[config.mk]
export PLATFORM = sky130hd
export DESIGN_NAME = nmos_famux_arbiter
export DESIGN_NICKNAME = d
export VERILOG_FILES = /design/src/rtl/nmos_famux_arbiter.sv
export SDC_FILE = /design/constraint.sdc
export NUM_CORES = 1
export LEC_CHECK = 0
export ABC_AREA = 1
export CAP_MARGIN = 20
export CORE_ASPECT_RATIO = 0.75
export CORE_UTILIZATION = 40
export CTS_CLUSTER_SIZE = 40
export DETAILED_ROUTE_END_ITERATION = 16
export GPL_ROUTABILITY_DRIVEN = 0
export SYNTH_ARGS = -nofsm -noshare
export SYNTH_HDL_FRONTEND = slang
export SYNTH_SLANG_ARGS = --single-unit
export TNS_END_PERCENT = 5
[constraint.sdc]
create_clock -name main_clk -period 2.1 [get_ports main_clk]
set_input_delay 0.63 -clock main_clk [delete_from_list [all_inputs] [get_ports main_clk]]
set_output_delay 0.63 -clock main_clk [all_outputs]
set_load 0.01 [all_outputs]
[src/rtl/nmos_famux_arbiter.sv]
// Round-robin arbiter driving the one-hot SA/SB/SC selects and FF force-high of a 3-source FAMUX.
// Define NMOS_FAMUX_PRECHARGE_EN to insert a one-cycle precharge gap on every owner change.
module nmos_famux_arbiter #(
    parameter int HOLD_W   = 4,
    parameter int MAX_HOLD = 8
) (
    input  logic       main_clk,
    input  logic       rst_n,
    input  logic [2:0] REQ,
    output logic [2:0] GNT,
    output logic       SA,
    output logic       SB,
    output logic       SC,
    output logic       FF,
    output logic [1:0] OWNER,
    output logic       BUSY
);
    typedef enum logic [1:0] {
        IDLE,
        GRANT,
        PRECH
    } state_t;

    localparam logic [HOLD_W-1:0] MAX_CNT = HOLD_W'(MAX_HOLD);
    localparam logic [1:0]        NONE    = 2'd3;

    state_t            state, state_d;
    logic [1:0]        ptr, ptr_d, owner_d;
    logic [2:0]        gnt_d;
    logic [HOLD_W-1:0] cnt, cnt_d;
    logic [1:0]        pick_all, pick_oth;
    logic              own_req;

    // First set bit scanning last+1, last+2, last; 3 when nothing requests.
    function automatic logic [1:0] rr_pick(input logic [2:0] req,
                                           input logic [1:0] last);
        logic [1:0] pick;
        logic [1:0] idx;
        pick = NONE;
        for (int i = 3; i >= 1; i--) begin
            idx = 2'((int'(last) + i) % 3);
            if (req[idx]) pick = idx;
        end
        return pick;
    endfunction

    function automatic logic [2:0] dec(input logic [1:0] idx);
        return 3'(3'b001 << idx);
    endfunction

    assign pick_all = rr_pick(REQ, ptr);
    assign pick_oth = rr_pick(REQ & ~GNT, ptr);
    assign own_req  = |(REQ & GNT);

    always_comb begin
        state_d = state;
        gnt_d   = GNT;
        owner_d = OWNER;
        ptr_d   = ptr;
        cnt_d   = cnt;
        unique case (state)
            IDLE, PRECH: begin
                if (pick_all != NONE) begin
                    state_d = GRANT;
                    gnt_d   = dec(pick_all);
                    owner_d = pick_all;
                    ptr_d   = pick_all;
                    cnt_d   = HOLD_W'(1);
                end else begin
                    state_d = IDLE;
                    gnt_d   = 3'b000;
                    owner_d = NONE;
                    cnt_d   = '0;
                end
            end
            GRANT: begin
                if (own_req && cnt < MAX_CNT) begin
                    cnt_d = cnt + 1'b1;
                end else if (pick_oth != NONE) begin
`ifdef NMOS_FAMUX_PRECHARGE_EN
                    state_d = PRECH;
                    gnt_d   = 3'b000;
                    owner_d = NONE;
                    cnt_d   = '0;
`else
                    gnt_d   = dec(pick_oth);
                    owner_d = pick_oth;
                    ptr_d   = pick_oth;
                    cnt_d   = HOLD_W'(1);
`endif
                end else if (!own_req) begin
                    state_d = IDLE;
                    gnt_d   = 3'b000;
                    owner_d = NONE;
                    cnt_d   = '0;
                end
            end
            default: begin
                state_d = IDLE;
                gnt_d   = 3'b000;
                owner_d = NONE;
                cnt_d   = '0;
            end
        endcase
    end

    always_ff @(posedge main_clk or negedge rst_n) begin
        if (!rst_n) begin
            state <= IDLE;
            GNT   <= 3'b000;
            OWNER <= NONE;
            ptr   <= 2'd2;
            cnt   <= '0;
        end else begin
            state <= state_d;
            GNT   <= gnt_d;
            OWNER <= owner_d;
            ptr   <= ptr_d;
            cnt   <= cnt_d;
        end
    end

    assign SA   = GNT[0];
    assign SB   = GNT[1];
    assign SC   = GNT[2];
    assign BUSY = |GNT;
    assign FF   = ~BUSY;

endmodule

==> impl_results.md, run 1 <==
- Status: finished, final reports clean
- Clock Path Buffers: 2
- Pins Over Slew Limit: 0
- Worst Min Path Start: OWNER[0]$_DFFE_PN1P_
- Setup crit start kind: flip-flop
- Total GRT Usage: 0.196
- CP endpoint kind: flip-flop
- Num rows: 15
- Reg2Reg Depth: 12
- Dpl cells: 215
- Nets: 197
- Top_reg_cell synth: dfrtp_1
- Largest stage delay on the critical path: 0.60 ns
- Antenna viol nets, final: 0
- R2r startpoint: ptr[1]$_DFFE_PN1P_
- Largest net degree at the start of global routing: 13
- Initial Util: 0.446
- Min setup slack post-route: 0.0286 ns
- Final Skew: 0.0159 ns
- Ports: 15
- DR DRC count: 0
- Sink of the worst hold path: OWNER[0]$_DFFE_PN1P_
- Share of layout cells above drive strength 1: 0.333
- IO Port Bufs: 14
- Flop2flop setup slack: 0.03 ns
- Max cap viols: 0
- Area grow syn2layout: 31.0%
- Skew-Pair Late Insertion Delay: 0.28 ns
- H-tree levels: 1
- Commonest non-fill, non-tap cell in the layout: nand2_1
- Die Height: 47.2 um
- TritonCTS Buffers: 3
- Avg Cell Area, Syn: 6.85 um^2
- CP delay by family, top: flip-flops
- Vias in the first global route: 934
- Core ar.: 2440 um^2
- Grt ovf: 0
- CP cell instances: inv_1, ha_1, a21oi_1, o21ai_1, inv_1, nor2_1, nand2_2, nand2_2, a21oi_4, nand2_1, nand2_1, nand2_1
- DR iter-0 viols: 37
- Fmax: 483 MHz
- CP Max Fanout: 4
- TritonCTS clock tree: yes
- Vias per cell: 4.85
- Synth cell types: 28
- Drt wl/cell: 12.0 um
- Worst path slowest cell: dfstp_2
- Slew margin rel.: 0.610
- Via count: 1068
- Worst path bufs/invs: 2
- Hold depth: 2
- Final Setup Violations: 0
- Syn. warnings: 0
- First-pass GRT wire length: 4330 um
- Hold WC Path Type: flip-flop to flip-flop
- Crit path top cell by count: nand2_1
- Syn Nets: 169
- Initial antenna violation count: 0
- Post-synth EDFFs: 0
- Final Hold Fails: 0
- Dpl hpwl: 2140 um
- CP required: 2.26 ns
- #FFs+latches synth: 12
- Ys async rst share: 1.00
- RSZ-0062 raised after global routing: true
- Register area share after synthesis: 0.279
- Setup_tns: 0 ns
- Die X: 62.2 um
- Worst-case hold slack: 0.466 ns
- Clk pin slew, worst setup/hold paths: 0.09 ns
- Antenna cell count: 0
- Critical path class: flip-flop to flip-flop
- Finished Layout Cells: 220
- Hold Buf Count CTS: 0
- Pre-CTS setup slack: -0.277 ns
- Die area: 2940 um^2
- Most frequent cells in the layout: nand2_1 (51), inv_1 (17), buf_4 (14), nand2_2 (13), nand3_1 (11)
- Post-synthesis cell count: 159
- Cell Area, Synth: 1090 um^2
- Arrival time of the worst setup path: 2.23 ns
- TritonCTS Sinks: 12
- Tcrit/Tclk final: 0.986
- Min cycle time layout: 2.07 ns
- DRT Wirelength: 2640 um
- Drt first pass iters: 4
- RR Endpoint: ptr[0]$_DFFE_PN0P_
- Root buf cell: clkbuf_4
- Least-Margin Pin Slew: 0.584 ns
[worst min-delay path, cell delays in order (launching register included)]
cell and delay (ns):
dfstp_2 0.38, nand2_1 0.05, nand2_1 0.04
[sequential cells by signal, indices dropped and copies added, names as in the netlist]
| register | cells |
|---|---|
| ptr | 2 |
| OWNER | 2 |
| GNT | 3 |
| state | 1 |
| cnt | 4 |
[metal layers]
metal	vias up	part of all wire	GRT usage
met4	0	0.0034	0.0140
met2	34	0.40	0.305
met3	2	0.056	0.0437
li1	543	-	-
met5	-	0	0
met1	489	0.54	0.291
[area by class of cell]
class | instances | area, um^2
inverter | 23 | 88.8
clock buffer | 4 | 36.3
tap | 34 | 42.5
timing repair buffer | 28 | 248
fill | 235 | 1010
sequential | 12 | 304
multi-input combinational | 119 | 707
[how the worst max path moves through the flow]
stage                       startpoint                  to  depth (start not counted)  slack, ns
finish              ptr[1]$_DFFE_PN1P_  ptr[0]$_DFFE_PN0P_                         12       0.03
floorplan           ptr[1]$_DFFE_PN1P_  ptr[0]$_DFFE_PN0P_                         13       0.24
global placement                REQ[0]  ptr[0]$_DFFE_PN0P_                         12      -0.28
global route        ptr[1]$_DFFE_PN1P_  ptr[0]$_DFFE_PN0P_                         12      -0.04
detailed placement              REQ[0]  ptr[0]$_DFFE_PN0P_                         11      -0.28
CTS                 ptr[1]$_DFFE_PN1P_  ptr[0]$_DFFE_PN0P_                         13      0.001
[kinds of logic after synthesis]
family          after synthesis  share of synthesized area
compound gates               13                     0.0931
xor+xnor                      1                    0.00805
buf+inv                      28                      0.115
flops                        12                      0.279
fa+ha+maj                     5                     0.0575
simple gates                100                      0.447
[stage by stage]
stage          cell area (um^2)  utilization
6_report                   1430        0.585
5_1_grt                    1430        0.585
4_1_cts                    1370        0.561
3_5_place_dp               1330        0.545
3_3_place_gp               1330        0.545
2_1_floorplan              1090            -
[cell usage after synthesis, types with 5 or more instances]
library cell / n / area share
inv_1: 17 / 0.059
nand3_1: 13 / 0.060
inv_2: 6 / 0.021
nand2_2: 12 / 0.069
dfrtp_1: 9 / 0.21
nand2_1: 52 / 0.18
ha_1: 5 / 0.057
nor2_1: 10 / 0.034
[what timing repair did]
item	4_1_cts	5_1_grt
gates resized for setup	4	14
endpoints found under the setup margin	4	11
pin swaps	1	2
setup buffers	0	1
Power of run 1 is left out: the tool's default activity adds up to more than one toggle a clock period on the data nets, which glitch-free logic cannot reach.
==> run 2, diff against run 1 <==
- CTS_BUF_LIST: unset -> sky130_fd_sc_hd__clkbuf_4 sky130_fd_sc_hd__clkbuf_8
==> results of run 2 <==
Final layout, timing and power as in run 1 (identical DEF).
Power of run 2 is left out for the same reason.
